## config.mk

```make
export PLATFORM = sky130hd
export DESIGN_NAME = bcd_countdown_timer_flat
export DESIGN_NICKNAME = d
export VERILOG_FILES = /design/src/rtl/bcd_countdown_timer_pkg.sv /design/src/rtl/bcd_countdown_timer_if.sv /design/src/rtl/bcd_down_digit.sv /design/src/rtl/bcd_countdown_timer.sv /design/src/flat_wrapper.sv
export SDC_FILE = /design/constraint.sdc
export NUM_CORES = 1
export LEC_CHECK = 0
export CAP_MARGIN = 20
export CORE_ASPECT_RATIO = 0.9
export CORE_MARGIN = 5
export CORE_UTILIZATION = 50
export DETAILED_ROUTE_END_ITERATION = 12
export GPL_ROUTABILITY_DRIVEN = 0
export PLACE_DENSITY = 0.77
export SYNTH_ARGS = -nofsm -noshare
export SYNTH_HDL_FRONTEND = slang
export SYNTH_HIERARCHICAL = 1
export SYNTH_SLANG_ARGS = --single-unit
```

## constraint.sdc

```tcl
create_clock -name CLOCK_50 -period 5.2 [get_ports CLOCK_50]
set_input_delay 0.78 -clock CLOCK_50 [delete_from_list [all_inputs] [get_ports CLOCK_50]]
set_output_delay 0.78 -clock CLOCK_50 [all_outputs]
set_load 0.005 [all_outputs]
```

## src/rtl/bcd_countdown_timer_pkg.sv

```systemverilog
// +--------------------------------------------------------------------------+
// | Package : bcd_timer_pkg                                                  |
// | Purpose : State encoding and BCD digit helpers shared by the countdown   |
// |           timer top level and its per-digit down counter.                |
// | Contents: state_t (3-bit FSM encoding), digit_max(), bcd_clamp(),        |
// |           bcd_dec().                                                     |
// | Revision: 1.0 - initial release                                          |
// +--------------------------------------------------------------------------+
`default_nettype none

package bcd_timer_pkg;

  localparam int c_bcd_w = 4;

  typedef enum logic [2:0] {
    ST_IDLE  = 3'd0,
    ST_READY = 3'd1,
    ST_RUN   = 3'd2,
    ST_PAUSE = 3'd3,
    ST_ALARM = 3'd4
  } state_t;

  // Tens-of-seconds and tens-of-minutes digits roll over at 5; everything
  // else (units, hours and beyond) is plain decimal.
  function automatic logic [3:0] digit_max(input int idx);
    return ((idx < 4) && ((idx % 2) == 1)) ? 4'd5 : 4'd9;
  endfunction

  function automatic logic [3:0] bcd_clamp(input logic [3:0] d, input logic [3:0] max);
    return (d > max) ? max : d;
  endfunction

  function automatic logic [3:0] bcd_dec(input logic [3:0] d, input logic [3:0] max);
    return (d == 4'd0) ? max : d - 4'd1;
  endfunction

endpackage

`default_nettype wire

```

## src/rtl/bcd_countdown_timer_if.sv

```systemverilog
// +--------------------------------------------------------------------------+
// | Interface : bcd_countdown_timer_if                                       |
// | Purpose   : Command and status bundle of the countdown timer.            |
// | Ports     : master drives load/preset_in/start/pause/clear and observes  |
// |             count/preset/running/done/alarm/leds; slave is the timer.    |
// | Revision  : 1.0 - initial release                                        |
// +--------------------------------------------------------------------------+
`default_nettype none

interface bcd_countdown_timer_if #(
  parameter int DIGITS = 4,
  parameter int LED_W  = 10
);
  logic                  load;
  logic [4*DIGITS-1:0]   preset_in;
  logic                  start;
  logic                  pause;
  logic                  clear;
  logic [4*DIGITS-1:0]   count;
  logic [4*DIGITS-1:0]   preset;
  logic                  running;
  logic                  done;
  logic                  alarm;
  logic [LED_W-1:0]      leds;

  modport master (
    output load, preset_in, start, pause, clear,
    input  count, preset, running, done, alarm, leds
  );

  modport slave (
    input  load, preset_in, start, pause, clear,
    output count, preset, running, done, alarm, leds
  );
endinterface

`default_nettype wire

```

## src/rtl/bcd_down_digit.sv

```systemverilog
// +--------------------------------------------------------------------------+
// | Module  : bcd_down_digit                                                 |
// | Purpose : One BCD digit of a cascaded down counter. Decrements when a    |
// |           borrow arrives from below, reloading to MAX on underflow.      |
// | Ports   : CLOCK_50, RESET_N (sync, active low), borrow_in, load,         |
// |           load_val[3:0] -> digit[3:0], borrow_out.                       |
// | Revision: 1.0 - initial release                                          |
// +--------------------------------------------------------------------------+
`default_nettype none

module bcd_down_digit
  import bcd_timer_pkg::*;
#(
  parameter logic [3:0] MAX = 4'd9
) (
  input  wire logic       CLOCK_50,
  input  wire logic       RESET_N,
  input  wire logic       borrow_in,
  input  wire logic       load,
  input  wire logic [3:0] load_val,
  output logic      [3:0] digit,
  output logic            borrow_out
);

  logic [3:0] r_digit;

  always_ff @(posedge CLOCK_50) begin
    if (!RESET_N) begin
      r_digit <= 4'd0;
    end else if (load) begin
      r_digit <= load_val;
    end else if (borrow_in) begin
      r_digit <= bcd_dec(r_digit, MAX);
    end
  end

  assign digit      = r_digit;
  // A digit sitting at zero passes the borrow upward as it reloads.
  assign borrow_out = borrow_in && (r_digit == 4'd0);

endmodule

`default_nettype wire

```

## src/rtl/bcd_countdown_timer.sv

```systemverilog
// +--------------------------------------------------------------------------+
// | Module  : bcd_countdown_timer                                            |
// | Purpose : Presettable BCD countdown timer with pause/resume and a        |
// |           latched, flashing alarm. Own tick and flash prescalers.        |
// | Ports   : CLOCK_50, RESET_N (sync, active low), bus (slave): commands    |
// |           load/preset_in/start/pause/clear, status count/preset/         |
// |           running/done/alarm/leds.                                       |
// | Revision: 1.0 - initial release                                          |
// +--------------------------------------------------------------------------+
`default_nettype none

module bcd_countdown_timer
  import bcd_timer_pkg::*;
#(
  parameter int DIGITS    = 4,
  parameter int TICK_DIV  = 50000000,
  parameter int FLASH_DIV = 25000000,
  parameter int LED_W     = 10
) (
  input  wire logic       CLOCK_50,
  input  wire logic       RESET_N,
  bcd_countdown_timer_if.slave bus
);

  localparam int c_cnt_w   = 4 * DIGITS;
  localparam int c_tick_w  = (TICK_DIV  > 1) ? $clog2(TICK_DIV)  : 1;
  localparam int c_flash_w = (FLASH_DIV > 1) ? $clog2(FLASH_DIV) : 1;
  localparam logic [c_tick_w-1:0]  c_tick_last  = c_tick_w'(TICK_DIV - 1);
  localparam logic [c_flash_w-1:0] c_flash_last = c_flash_w'(FLASH_DIV - 1);

  state_t                r_state, w_state_nx;
  logic [c_tick_w-1:0]   r_tick, w_tick_nx;
  logic [c_flash_w-1:0]  r_fdiv, w_fdiv_nx;
  logic                  r_flash, w_flash_nx;
  logic                  r_done, w_done_nx;
  logic [c_cnt_w-1:0]    r_preset, w_preset_nx;

  logic [c_cnt_w-1:0]    w_count;
  logic [c_cnt_w-1:0]    w_clamped;
  logic [c_cnt_w-1:0]    w_fsm_load_val, w_load_val;
  logic                  w_fsm_load, w_load_en;
  logic                  w_dec_en;
  logic [DIGITS:0]       w_borrow;
  logic                  w_nz, w_one, w_can_load;

  assign w_borrow[0] = w_dec_en;

  for (genvar i = 0; i < DIGITS; i++) begin : g_digit
    assign w_clamped[4*i +: 4] = bcd_clamp(bus.preset_in[4*i +: 4], digit_max(i));

    bcd_down_digit #(.MAX(digit_max(i))) u_digit (
      .CLOCK_50   (CLOCK_50),
      .RESET_N    (RESET_N),
      .borrow_in  (w_borrow[i]),
      .load       (w_load_en),
      .load_val   (w_load_val[4*i +: 4]),
      .digit      (w_count[4*i +: 4]),
      .borrow_out (w_borrow[i+1])
    );
  end

  assign w_nz       = |w_count;
  assign w_one      = (w_count == c_cnt_w'(1));
  assign w_can_load = (r_state == ST_IDLE) || (r_state == ST_READY) || (r_state == ST_PAUSE);

  // A borrow escaping the top digit would wrap the count to all-max; force
  // it back to zero instead so the count floors at 0.
  assign w_load_en  = w_fsm_load | w_borrow[DIGITS];
  assign w_load_val = w_borrow[DIGITS] ? '0 : w_fsm_load_val;

  always_ff @(posedge CLOCK_50) begin
    if (!RESET_N) begin
      r_state  <= ST_IDLE;
      r_tick   <= '0;
      r_fdiv   <= '0;
      r_flash  <= 1'b0;
      r_done   <= 1'b0;
      r_preset <= '0;
    end else begin
      r_state  <= w_state_nx;
      r_tick   <= w_tick_nx;
      r_fdiv   <= w_fdiv_nx;
      r_flash  <= w_flash_nx;
      r_done   <= w_done_nx;
      r_preset <= w_preset_nx;
    end
  end

  always_comb begin
    w_state_nx     = r_state;
    w_tick_nx      = r_tick;
    w_fdiv_nx      = r_fdiv;
    w_flash_nx     = r_flash;
    w_done_nx      = 1'b0;
    w_preset_nx    = r_preset;
    w_fsm_load     = 1'b0;
    w_fsm_load_val = w_clamped;
    w_dec_en       = 1'b0;

    if (bus.clear) begin
      w_state_nx     = ST_IDLE;
      w_fsm_load     = 1'b1;
      w_fsm_load_val = '0;
      w_tick_nx      = '0;
      w_fdiv_nx      = '0;
      w_flash_nx     = 1'b0;
    end else if (bus.load && w_can_load) begin
      w_state_nx     = ST_READY;
      w_preset_nx    = w_clamped;
      w_fsm_load     = 1'b1;
      w_fsm_load_val = w_clamped;
    end else begin
      case (r_state)
        ST_READY: begin
          if (bus.start && w_nz) begin
            w_state_nx = ST_RUN;
            w_tick_nx  = '0;
          end
        end
        ST_PAUSE: begin
          // Resume keeps the partially elapsed tick.
          if (bus.start && w_nz) begin
            w_state_nx = ST_RUN;
          end
        end
        ST_RUN: begin
          if (!w_nz) begin
            w_state_nx = ST_ALARM;
            w_fdiv_nx  = '0;
            w_flash_nx = 1'b0;
          end else if (bus.pause) begin
            w_state_nx = ST_PAUSE;
          end else if (r_tick == c_tick_last) begin
            w_tick_nx = '0;
            w_dec_en  = 1'b1;
            w_done_nx = w_one;
          end else begin
            w_tick_nx = r_tick + c_tick_w'(1);
          end
        end
        ST_ALARM: begin
          if (bus.start) begin
            w_state_nx     = ST_READY;
            w_fsm_load     = 1'b1;
            w_fsm_load_val = r_preset;
            w_fdiv_nx      = '0;
            w_flash_nx     = 1'b0;
          end else if (r_fdiv == c_flash_last) begin
            w_fdiv_nx  = '0;
            w_flash_nx = ~r_flash;
          end else begin
            w_fdiv_nx = r_fdiv + c_flash_w'(1);
          end
        end
        default: ;
      endcase
    end
  end

  assign bus.count   = w_count;
  assign bus.preset  = r_preset;
  assign bus.running = (r_state == ST_RUN);
  assign bus.alarm   = (r_state == ST_ALARM);
  assign bus.done    = r_done;
  // Flash is only ever set while in ALARM, so no state gating is needed.
  assign bus.leds    = {LED_W{r_flash}};

endmodule

`default_nettype wire
```

## src/flat_wrapper.sv

```systemverilog
// flat-port wrapper written by rule: the top's interface ports become plain ports
module bcd_countdown_timer_flat import bcd_timer_pkg::*;
#(
  parameter int DIGITS    = 4,
  parameter int TICK_DIV  = 50000000,
  parameter int FLASH_DIV = 25000000,
  parameter int LED_W     = 10
)
  (CLOCK_50, RESET_N, bus_load, bus_preset_in, bus_start, bus_pause, bus_clear, bus_count, bus_preset, bus_running, bus_done, bus_alarm, bus_leds);
  bcd_countdown_timer_if #(.DIGITS(DIGITS), .LED_W(LED_W)) bus_i ();
  input  wire logic CLOCK_50;
  input  wire logic RESET_N;
  input wire logic [$bits(bus_i.load)-1:0] bus_load;
  input wire logic [$bits(bus_i.preset_in)-1:0] bus_preset_in;
  input wire logic [$bits(bus_i.start)-1:0] bus_start;
  input wire logic [$bits(bus_i.pause)-1:0] bus_pause;
  input wire logic [$bits(bus_i.clear)-1:0] bus_clear;
  output wire logic [$bits(bus_i.count)-1:0] bus_count;
  output wire logic [$bits(bus_i.preset)-1:0] bus_preset;
  output wire logic [$bits(bus_i.running)-1:0] bus_running;
  output wire logic [$bits(bus_i.done)-1:0] bus_done;
  output wire logic [$bits(bus_i.alarm)-1:0] bus_alarm;
  output wire logic [$bits(bus_i.leds)-1:0] bus_leds;
  assign bus_i.load = bus_load;
  assign bus_i.preset_in = bus_preset_in;
  assign bus_i.start = bus_start;
  assign bus_i.pause = bus_pause;
  assign bus_i.clear = bus_clear;
  assign bus_count = bus_i.count;
  assign bus_preset = bus_i.preset;
  assign bus_running = bus_i.running;
  assign bus_done = bus_i.done;
  assign bus_alarm = bus_i.alarm;
  assign bus_leds = bus_i.leds;
  bcd_countdown_timer #(.DIGITS(DIGITS), .TICK_DIV(TICK_DIV), .FLASH_DIV(FLASH_DIV), .LED_W(LED_W)) u_core (.CLOCK_50(CLOCK_50), .RESET_N(RESET_N), .bus(bus_i));
endmodule
```

After elaboration in Yosys (flattened, before gate mapping). Cells that the tools add are included.

Bits in registers: 88. Input port bits: 22.

Add/sub/neg operators: 6. Magnitude comparators: 4. Equal/unequal tests: 18. Mux-type cells: 50. Bitwise logic cells: 8. Reductions and logical operators: 32.

Operator list (number): $mux 26 (4); $mux 16 (5); $mux 25 (3); $mux 4 (16); $pmux 26 s2 (1); $pmux 25 s2 (1); $add 26x1->26 const B (1); $eq 26x26->1 const B (1); $add 25x1->25 const B (1); $eq 25x25->1 const B (1); $eq 16x1->1 const B (1); $logic_not 4->1 (4); $reduce_or 16->1 (1); $sub 4x1->4 const B (4); $mux 1 (14); $mux 3 (4); $reduce_and 4->1 (3); $reduce_bool 2->1 (6); $pmux 3 s3 (1); $gt 4x3->1 const B (2); $gt 4x4->1 const B (2); $ne 2x2->1 const B (4); $not 1->1 (7); $reduce_or 7->1 (1); other kinds (20) (30).

Depth between registers and ports, before layout. Gate-level depths: netlist (run 1).

Depth in word-level cells: 13. Depth in mapped cells: 21. Mapped depth without buffers: 19.

By module. The synthesis (run 1) kept the hierarchy.

Modules (own cells, without submodules): bcd_countdown_timer (instances 1, cells an instance 530, area each 4149.0 µm², sequential area each 1441.4 µm²); bcd_down_digit (u_core.g_digit[0].u_digit ...) (instances 2, cells an instance 23, area each 210.2 µm², sequential area each 80.1 µm²); bcd_down_digit (u_core.g_digit[1].u_digit ...) (instances 2, cells an instance 22, area each 191.4 µm², sequential area each 80.1 µm²).

Worst setup path before layout (run 1). OpenSTA, ideal clock, no wires.

Kind: register -> register. Start point: reg u_core.r_tick[7]. End point: reg u_core.g_digit[1].u_digit.r_digit[3]. Library setup time: 0.136 ns. Arrival: 5.081 ns. Required time: 5.064 ns. Slack: -0.018 ns. Stages on the path, launching flop included: 21. Buffers on the path: 2. Clock period less this slack: 5.218 ns. Cell sequence: dfxtp_1 buf_2 or4b_2 nor4_4 nand4_1 nor4_1 nor4b_4 nor2b_1 nand2b_4 nor4_1 nor4b_4 nor2b_1 nand2b_4 nor4_1 or2_2 clkbuf_1 nor2_1 nand2_1 inv_1 o311ai_0 a21boi_0.

Cells in the longest elaborated chain, start to end: 13. Elaborated cells between the ends (all ways): 15. Classes of those cells: 1 x eq/ne; 8 x mux; 1 x bitwise; 5 x reduce/logical.

RTL lines: start, declared (RTL line bcd_countdown_timer.sv:32) `logic [c_tick_w-1:0] r_tick, w_tick_nx;`; start signal, assigned (RTL line bcd_countdown_timer.sv:81) `r_tick <= w_tick_nx;`; $eq 26x26->1 * (RTL line bcd_countdown_timer.sv:133) `end else if (r_tick == c_tick_last) begin`; $mux 1 * (RTL line bcd_countdown_timer.sv:133); $mux 1 * (RTL line bcd_countdown_timer.sv:131) `end else if (bus.pause) begin`; $mux 1 * (RTL line bcd_countdown_timer.sv:127) `if (!w_nz) begin`; $mux 1 * (RTL line bcd_countdown_timer.sv:113) `case (r_state)`; $mux 1 * (RTL line bcd_countdown_timer.sv:107) `end else if (bus.load && w_can_load) begin`; $mux 1 * (RTL line bcd_countdown_timer.sv:100) `if (bus.clear) begin`; via u_core.w_borrow[0] (RTL line bcd_countdown_timer.sv:43) `logic [DIGITS:0] w_borrow;`; [... 1 more ...]; via u_core.w_borrow[1] (RTL line bcd_countdown_timer.sv:43); [... 1 more ...]; via u_core.w_borrow[2] (RTL line bcd_countdown_timer.sv:43); $logic_and 1x1->1 * (RTL line bcd_down_digit.sv:39) `assign borrow_out = borrow_in && (r_digit == 4'd0);`; via u_core.w_borrow[3] (RTL line bcd_countdown_timer.sv:43); $logic_and 1x1->1 * (RTL line bcd_down_digit.sv:39); via u_core.w_borrow[4] (RTL line bcd_countdown_timer.sv:43); $or 1x1->1 * (RTL line bcd_countdown_timer.sv:68) `assign w_load_en = w_fsm_load | w_borrow[DIGITS];`; via u_core.w_load_en (RTL line bcd_countdown_timer.sv:41) `logic w_fsm_load, w_load_en;`; $mux 4 or $reduce_bool 2->1 (tied branches); end signal, assigned (RTL line bcd_down_digit.sv:31) `r_digit <= load_val;`; end signal, assigned (RTL line bcd_down_digit.sv:33) `r_digit <= bcd_dec(r_digit, MAX);`; end, declared (RTL line bcd_down_digit.sv:25) `logic [3:0] r_digit;`.

The timed path passes the listed nets; every way through them passes the cells marked *. A chain may end at the register's enable or synchronous reset.

Worst setup path after layout (run 1).
Start point: reg u_core.r_tick[7]. End point: reg u_core.g_digit[1].u_digit.r_digit[1].

Same word-level chain as after synthesis.

==> results.cfg, run 1 <==
[outcome]
status = finished, final reports clean

[timing]
tightestPinTransition_ns = 1.019
grt_setup_unrepaired = no
finalSetupViolations = 0
period_share_pct = 91.31
finClkSkew_ns = 0.008585
hold_viol = 0
clock.fmax_mhz = 210.6
fin_tns_setup_ns = 0
finalMaxSlewViolations = 0
period_needed_ns = 4.748
relSlewSlack_pct = 32.07

[critical_path]
worstReg2RegStart = u_core/r_tick[7]
path_cells = or4b_2 -> nor4_4 -> nand4_1 -> nor4_2 -> nor4b_4 -> nor2b_2 -> nand2b_4 -> nor4_1 -> buf_4 -> nor4b_4 -> nor2b_2 -> nand2b_4 -> nor4_1 -> or2_2 -> nor2_1 -> nand2_2 -> inv_1 -> o21ai_0 -> a21oi_1
cp-startpoint = u_core/r_tick[7]
critPathSlowestCell = or4b_2
cp.arrival_ns = 5.00
worstSetupEndpointType = flip-flop
crit_type = flip-flop to flip-flop
crit_family = simple AND/OR/NAND/NOR gates
cp_max_fo = 10
worstPathRequired_ns = 5.45
cpPeakStageDelay_ns = 0.72
worstSetupStartpointType = flip-flop
cp.buffers_inverters = 2

[clock_network]
cts_tree = built
numCtsBuffers = 9
cts_root_buf = clkbuf_8
cts_max_level = 3
ctsLongestPathBuffers = 2
cts_sinks = 88
cts-hold-fix-buffers = 0
clk-insertion-delay-late_ns = 0.37
cts_setup_buffers = 0
cts_resized = 0
clk_pin_slew_ns = 0.08

[place]
dp_hpwl_um = 9182
numPortBuffers = 66
dpl_cell_area_mm2 = 0.005642
dp_cells = 779

[synth]
ys_types = 66
ys_seq_elements = 88
yosysTopAreaCellShare_pct = 35.57
synth_top_family_by_area = simple AND/OR/NAND/NOR gates
synth_simple_gate_area_share_pct = 31.78
synth_compound_area_share_pct = 24.08
seq_area_frac_synth_pct = 35.57
async_reset_ff_share_pct = 0
synth_xor_area_share_pct = 0.8843
netlist_instances = 620
yosys.area.top_type = dfxtp_1
muxShareOfSynthArea_pct = 1.415
yosysMostFrequentCell = dfxtp_1
synth_fa_ha_area_share_pct = 0.5053
syn_avg_cell_area_um2 = 7.988
synthTopCellsByCount = dfxtp_1, nand2_1, a21oi_1, a31oi_1, o21ai_0
ys_warn_count = 6
syn_nets = 644
synth_edf_count = 0
ys.flop_type = dfxtp_1
synth.area.top_cells = dfxtp_1, a21oi_1, nand2_1, a31oi_1, o21ai_0
synth_area_mm2 = 0.004952

[layout]
drive_gt1_share_pct = 8.942
fin_util_pct = 61.23
syn_to_final_growth_pct = 19.40
fin_area_mm2 = 0.005913
fin_nets = 690
antenna_cells = 0
fin_cells = 797

[routing]
routed-via-count = 4970
top_layer = met4
dr.first_iter.drc_count = 388
wl_met1_um = 5788
drtAntennaViolNets = 0
drc = 0
vias_per_cell = 6.236
dr.pass1.iters = 5
post_drt_wl_per_cell_um = 16.34
wl_met2_um = 5978
dr_wl_met3_um = 1008
routed_wl_um = 13020

[floorplanning]
pin_count = 67
die_x_um = 114.9
initial_core_util_pct = 51.28
num_rows = 34
die_h_um = 104.4
core-area_mm2 = 0.009657
dieArea_mm2 = 0.01200

[power]
power_switching_share_pct = 23.20
powerDensity_mw_per_mm2 = 239.1
p_int_mw = 1.086
pwr-share-comb_pct = 9.3
pwr-share-seq_pct = 49.8
finalPower_mw = 1.414
p_clk_share_pct = 40.9
ir_drop_uv = 162.5
leakagePower_nw = 1.952
p_switching_mw = 0.3281

[global_route]
grt.overflow.total = 0
grt_antenna_before_repair = 0
grt_max_degree = 32
grt_pass1_vias = 4568
grt_usage_pct = 21.50
grt_pass1_wl_um = 21420

[flow_run]
drv_cap = 0

[worst_hold_path]
hold_class = flip-flop to flip-flop
hp-start = u_core/r_tick[25]
cells in the final DEF (no fill, tap or decap), drive strengths merged, types with 3 or more instances in the layout:
cell type,count
nor2,29
clkinv,3
o21ba,3
clkdlybuf4s50,66
nand3,28
nand4,21
clkbuf,11
o21ai,34
mux2i,7
or3,13
a211oi,11
nand2b,15
nor3,13
a41oi,5
or4,15
nor2b,8
o31ai,11
a22oi,3
o211a,6
nand2,68
bufinv,3
buf,13
and4,5
nand4b,3
dfxtp,88
xnor2,4
or2,4
or2b,4
inv,16
nor4,14
a21oi,55
or3b,3
and3,14
a21boi,12
a31oi,33
state kept, by name, indices dropped and copies added, names as in the netlist:
signal	count
u_core/bus.done	1
u_core/bus.preset	16
u_core/g_digit.u_digit/digit	16
u_core/r_fdiv	25
u_core/r_flash	1
u_core/r_state	3
u_core/r_tick	26
layout make-up:
class | instances | area [µm²]
Inverter | 17 | 63.81
Clock inverter | 5 | 103.9
Multi-Input combinational cell | 471 | 2923
Clock buffer | 11 | 141.4
Fill cell | 818 | 3744
Sequential cell | 88 | 1762
Timing Repair Buffer | 79 | 762.0
Tap cell | 126 | 157.7
kinds of logic (layout without fill, tap and decap cells):
group,Yosys count,count (layout)
DFF,88,88
and+or+nand+nor,269,269
adders and majority gates,2,2
buffers and inverters,61,112
AOI/OAI and AO/OA,188,188
muxes,7,7
xor gates and xnor gates,5,5
final timing paths:
kind	endpoint	slack [ns]	depth (start not counted)
min reg2reg	u_core/r_tick[25]	0.47	1
min	u_core/r_tick[25]	0.47	1
max reg2reg	u_core/g_digit[1].u_digit/digit[1]	0.45	19
max	u_core/g_digit[1].u_digit/digit[1]	0.45	19
power by group through the flow:
stage	sequential, mW	clock, mW	combinational, mW
5_1_grt	0.708	0.623	0.141
3_3_place_gp	0.720	0	0.126
3_5_place_dp	0.720	0	0.128
4_1_cts	0.705	0.592	0.129
6_report	0.705	0.578	0.131
2_1_floorplan	0.716	0	0.0662
worst register-to-register path: stages (launching register included):
cell and delay (ns):
dfxtp_1 0.39, or4b_2 0.72, nor4_4 0.39, nand4_1 0.20
nor4_2 0.30, nor4b_4 0.30, nor2b_2 0.26, nand2b_4 0.09
nor4_1 0.18, buf_4 0.18, nor4b_4 0.25, nor2b_2 0.26
nand2b_4 0.09, nor4_1 0.15, or2_2 0.16, nor2_1 0.06
nand2_2 0.22, inv_1 0.16, o21ai_0 0.21, a21oi_1 0.08
through the flow:
stage	hold slack (ns)	setup WS, ns
after global placement	0.4522	0.4620
after global routing	0.5007	0.006309
after detailed placement	0.4531	0.3174
after floorplan	0.4304	0.1388
final	0.4674	0.4518
after CTS	0.4653	0.2637
layer usage:
layer | global-route usage, % | up-vias
met5 | 0 | -
met1 | 28.16 | 2328
li1 | - | 2417
met4 | 7.460 | 0
met3 | 5.876 | 19
met2 | 33.84 | 206
Power figures use the tool's default switching activity.
==> inputs of run 2 (changes only) <==
--- a/config.mk
+++ b/config.mk
@@ -12,6 +12,7 @@
 export DETAILED_ROUTE_END_ITERATION = 12
 export GPL_ROUTABILITY_DRIVEN = 0
 export PLACE_DENSITY = 0.77
+export SETUP_SLACK_MARGIN = 0.05
 export SYNTH_ARGS = -nofsm -noshare
 export SYNTH_HDL_FRONTEND = slang
 export SYNTH_HIERARCHICAL = 1
==> run 2 against run 1 <==
  * Routed wire length increased by 0.45%
  * Clock power hardly changed
  * Critical path depth stayed put
  * Setup slack improved by 0.13 ns
  * Fmax grew 2.9%
  * Global-route usage is the same
  * Final cell count did not move
  * First-iteration DRC count shrank 0.77%
  * Count of clock-buffer cells in the layout stayed put
  * Final area unchanged
  * Highest routed layer unchanged
  * Sequential share of layout area stayed put
  * Register-to-register slack better by 0.13 ns
==> results.cfg, run 2 (same netlist as run 1, synthesis figures left out) <==
[timing]
relSlewSlack_pct = 32.85
grt_setup_unrepaired = no
tightestPinTransition_ns = 1.007
clock.fmax_mhz = 216.8
finalMaxSlewViolations = 0
holdWs_ns = 0.4676
period_share_pct = 88.72
fin_tns_setup_ns = 0
period_needed_ns = 4.613
finalSetupViolations = 0
finClkSkew_ns = 0.008019
setup_slack_ns = 0.5866
hold_viol = 0

[floorplanning]
core-area_mm2 = 0.009657
num_rows = 34
dieArea_mm2 = 0.01200
die_x_um = 114.9
initial_core_util_pct = 51.28
pin_count = 67
die_h_um = 104.4

[layout]
drive_gt1_share_pct = 8.942
fin_nets = 690
largest_registers = u_core/r_tick (26), u_core/r_fdiv (25)
antenna_cells = 0
largest_reg_flops = 26
fin_cells = 797
fill_cells = 818
layout_common_cells = dfxtp_1, nand2_1, clkdlybuf4s50_1
syn_to_final_growth_pct = 19.40
mostFrequentLayoutCell = dfxtp_1
top_register = u_core/r_tick

[place]
pre_cts_slack_ns = 0.3174
dp_cells = 779
dp_hpwl_um = 9182
numPortBuffers = 66

[power]
p_switching_mw = 0.3291
powerDensity_mw_per_mm2 = 239.3
finalPower_mw = 1.415
pwr-share-seq_pct = 49.8
p_int_mw = 1.086
p_clk_share_pct = 40.9
ir_drop_uv = 162.3
power_switching_share_pct = 23.25
pwr-share-comb_pct = 9.2
leakagePower_nw = 1.952

[critical_path]
cp.arrival_ns = 4.86
path_cells = or4b_2 -> nor4_4 -> nand4_1 -> nor4_2 -> nor4b_4 -> nor2b_2 -> nand2b_4 -> nor4_1 -> buf_4 -> nor4b_4 -> nor2b_2 -> nand2b_4 -> nor4_1 -> or2_2 -> nor2_1 -> nand2_2 -> inv_1 -> o21ai_0 -> a21oi_1
critPathSlowestCell = or4b_2
cp_max_fo = 10
worstSetupEndpointType = flip-flop
crit_type = flip-flop to flip-flop
worstSetupStartpointType = flip-flop
worstPathRequired_ns = 5.45
cpPeakStageDelay_ns = 0.73

[routing]
vias_per_cell = 6.265
routed_wl_um = 13080
drc = 0
post_drt_wl_per_cell_um = 16.42
routed-via-count = 4993
dr.first_iter.drc_count = 385
drtAntennaViolNets = 0
dr.pass1.iters = 5

[clock_network]
cts_max_level = 3
cts_setup_buffers = 0
cts_resized = 0
cts_sinks = 88
cts_root_buf = clkbuf_8
cts_tree = built
clk_pin_slew_ns = 0.08
ctsLongestPathBuffers = 2
numCtsBuffers = 9
cts-hold-fix-buffers = 0
clk-insertion-delay-late_ns = 0.37

[global_route]
grt_usage_pct = 21.50
grt.overflow.total = 0
grt_pass1_wl_um = 21420
grt_max_degree = 32
grt_pass1_vias = 4568
grt_antenna_before_repair = 0

[outcome]
status = finished, final reports clean

[worst_hold_path]
hold_class = flip-flop to flip-flop

[flow_run]
drv_cap = 0
-- run 2: worst paths after layout --
| kind | cells after the start | slack (ns) | start | to |
|---|---|---|---|---|
| max | 19 | 0.59 | u_core/r_tick[7] | u_core/g_digit[1].u_digit/digit[1] |
| min | 1 | 0.47 | u_core/r_tick[25] | u_core/r_tick[25] |
| min reg2reg | 1 | 0.47 | u_core/r_tick[25] | u_core/r_tick[25] |
| max reg2reg | 19 | 0.59 | u_core/r_tick[7] | u_core/g_digit[1].u_digit/digit[1] |
-- run 2: worst max-delay path, delay by kind of cell, from the launching register on --
| kind | cells | cell delay, ns |
|---|---|---|
| AND/OR/NAND/NOR | 15 | 3.48 |
| flip-flops | 1 | 0.39 |
| buffers and inverters | 2 | 0.33 |
| AO/OA/AOI/OAI | 2 | 0.29 |
-- run 2: metal layers --
metal	wire, µm	part of all wire [%]	vias up	track usage [%]
met1	5829	45	2368	28.16
met5	0	0	-	0
met4	266	2.0	0	7.460
met3	912	7.0	20	5.876
met2	6074	46	182	33.84
li1	-	-	2423	-
-- run 2: cell type report --
cell class	instances	area (µm²)	share of cell area, %
Tap cell	126	157.7	2.666
Timing Repair Buffer	79	762.0	12.89
Sequential cell	88	1762	29.79
Clock inverter	5	103.9	1.756
Inverter	17	63.81	1.079
Multi-Input combinational cell	471	2923	49.43
Clock buffer	11	141.4	2.391
-- run 2: power groups by stage --
stage	logic, mW	registers [mW]	clock network (mW)
finish	0.131	0.705	0.579
global route	0.141	0.708	0.623
CTS	0.129	0.705	0.592
detailed placement	0.128	0.720	0
global placement	0.126	0.720	0
floorplan	0.0662	0.716	0
-- run 2: stage by stage --
| step | utilization [%] | area [µm²] |
|---|---|---|
| finish | 61.23 | 5913 |
| detailed placement | 58.42 | 5642 |
| CTS | 60.96 | 5887 |
| global placement | 58.42 | 5642 |
| floorplan | - | 4959 |
| global route | 61.23 | 5913 |
==> inputs of run 3 (changes only) <==
--- a/config.mk
+++ b/config.mk
@@ -11,7 +11,7 @@
 export CORE_UTILIZATION = 50
 export DETAILED_ROUTE_END_ITERATION = 12
 export GPL_ROUTABILITY_DRIVEN = 0
-export PLACE_DENSITY = 0.77
+export PLACE_DENSITY_LB_ADDON = 0.08
 export SETUP_SLACK_MARGIN = 0.05
 export SYNTH_ARGS = -nofsm -noshare
 export SYNTH_HDL_FRONTEND = slang
==> run 3 against run 2 <==
  * Routed wire length is 1.6% higher
  * Power shrank 3.1%
  * Register-to-register slack got worse by 0.13 ns
  * Count of clock-buffer cells in the layout shrank 2
  * Final area down 0.47%
  * Highest routed layer unchanged
  * Sequential power hardly changed
  * Setup slack worse by 0.13 ns
==> results.cfg, run 3 (same netlist as run 1, synthesis figures left out) <==
[power]
leakagePower_nw = 1.928
p_int_mw = 1.023
pwr-share-seq_pct = 51.4
power_switching_share_pct = 25.36
p_switching_mw = 0.3476
pwr-share-comb_pct = 9.5
p_clk_share_pct = 39.0
ir_drop_uv = 155.6
powerDensity_mw_per_mm2 = 232.9

[global_route]
grt_pass1_vias = 4370
grt.overflow.total = 0
grt_usage_pct = 21.41
grt_pass1_wl_um = 21290
grt_max_degree = 32
grt_antenna_before_repair = 0

[critical_path]
reg2reg_depth = 18
cp_max_fo = 10
worstSetupStartpointType = flip-flop
crit_type = flip-flop to flip-flop
critPathCapture = u_core/g_digit[3].u_digit/digit[3]
worstReg2RegStart = u_core/r_tick[7]
worstPathRequired_ns = 5.45
worstSetupEndpointType = flip-flop
cp.arrival_ns = 4.99
regToRegSetupSlack_ns = 0.45
cp-startpoint = u_core/r_tick[7]
r2r_end = u_core/g_digit[3].u_digit/digit[3]

[place]
dp_hpwl_um = 9325
dpl_cell_area_mm2 = 0.005642
numPortBuffers = 66

[clock_network]
clk_pin_slew_ns = 0.09
cts_tree = built
cts_max_level = 3
clk-insertion-delay-late_ns = 0.37
cts_sinks = 88
cts_setup_buffers = 0
numCtsBuffers = 9
ctsLongestPathBuffers = 2
cts_root_buf = clkbuf_8

[timing]
clock.fmax_mhz = 210.6
finClkSkew_ns = 0.009280
relSlewSlack_pct = 22.54
period_share_pct = 91.30
fin_tns_setup_ns = 0
period_needed_ns = 4.747
tightestPinTransition_ns = 1.154
hold_viol = 0
grt_setup_unrepaired = no
finalMaxSlewViolations = 0
finalSetupViolations = 0

[outcome]
status = finished, final reports clean

[routing]
routed-via-count = 4960
drtAntennaViolNets = 0
drc = 0
dr.pass1.iters = 5
routed_wl_um = 13290
post_drt_wl_per_cell_um = 16.69
vias_per_cell = 6.231
dr.first_iter.drc_count = 401

[floorplanning]
initial_core_util_pct = 51.28
die_h_um = 104.4
num_rows = 34
pin_count = 67
dieArea_mm2 = 0.01200
die_x_um = 114.9
core-area_mm2 = 0.009657

[layout]
antenna_cells = 0
syn_to_final_growth_pct = 18.85
seqCellArea_mm2 = 0.001762
fill_cells = 858
fin_nets = 689
largest_registers = u_core/r_tick (26), u_core/r_fdiv (25)
layout_common_cells = dfxtp_1, nand2_1, clkdlybuf4s50_1
mostFrequentLayoutCell = dfxtp_1
top_register = u_core/r_tick
fin_util_pct = 60.95
multi_input_area_mm2 = 0.002924
largest_reg_flops = 26
fin_area_mm2 = 0.005886
drive_gt1_share_pct = 8.806

[flow_run]
drv_cap = 0

[worst_hold_path]
holdPathStages = 1
hold_class = flip-flop to flip-flop
-- run 3: metrics by stage --
| stage | power, mW | hold WS, ns | instances | worst slack (ns) |
|---|---|---|---|---|
| 2_1_floorplan | 0.7821 | 0.4304 | 620 | 0.1388 |
| 3_3_place_gp | 0.8471 | 0.4554 | 779 | 0.5028 |
| 3_5_place_dp | 0.8493 | 0.4570 | 779 | 0.3030 |
| 4_1_cts | 1.380 | 0.4696 | 795 | 0.2826 |
| 5_1_grt | 1.421 | 0.5023 | 796 | 0.1149 |
| 6_report | 1.371 | 0.4719 | 796 | 0.4525 |
-- run 3: layer usage --
layer | vias to the layer above | GRT usage (%) | part of all wire, %
li1 | 2415 | - | -
met1 | 2346 | 29.97 | 47
met2 | 177 | 32.11 | 45
met3 | 22 | 4.945 | 5.9
met4 | 0 | 7.460 | 1.8
met5 | - | 0 | 0
-- run 3: what timing repair did --
action	4_1_cts	5_1_grt
setup endpoints to repair	0	16
hold buffers	0	0
endpoints found under the hold margin	0	0
gates resized for setup	0	2
-- run 3: final cells by class --
| type | count | share of cell area, % |
|---|---|---|
| Inverter | 17 | 1.084 |
| Sequential cell | 88 | 29.93 |
| Clock buffer | 9 | 2.105 |
| Timing Repair Buffer | 78 | 12.88 |
| Multi-Input combinational cell | 471 | 49.68 |
| Clock inverter | 7 | 1.637 |
| Tap cell | 126 | 2.679 |
-- run 3: power by group through the flow --
stage / Clock (mW) / Sequential (mW) / Combinational, mW
2_1_floorplan: 0 / 0.716 / 0.0662
3_3_place_gp: 0 / 0.720 / 0.127
3_5_place_dp: 0 / 0.720 / 0.129
4_1_cts: 0.545 / 0.705 / 0.130
5_1_grt: 0.572 / 0.708 / 0.141
6_report: 0.535 / 0.705 / 0.130
-- run 3: worst min-delay path by stage --
stage / startpoint / slack [ns] / end
after global routing: u_core/r_tick[25] / 0.50 / u_core/r_tick[25]
after global placement: u_core/r_tick[25] / 0.46 / u_core/r_tick[25]
after detailed placement: u_core/r_tick[25] / 0.46 / u_core/r_tick[25]
after floorplan: u_core/r_tick[25] / 0.43 / u_core/r_tick[25]
after CTS: u_core/r_tick[25] / 0.47 / u_core/r_tick[25]
final: u_core/r_tick[25] / 0.47 / u_core/r_tick[25]
-- run 3: worst max-delay path, stage by stage, from the launching register on --
cell and delay [ns]:
dfxtp_1 0.38, or4b_2 0.72, nor4_4 0.39, nand4_1 0.21, nor4_2 0.29, nor4b_4 0.30, nor2b_1 0.29, nand2b_4 0.11
nor4_2 0.19, nor4b_4 0.31, nor2b_1 0.29, nand2b_4 0.10, nor4_1 0.17, or2_2 0.16, nor2_1 0.06, nand2_2 0.21
inv_1 0.16, o311ai_0 0.14, a21boi_0 0.14
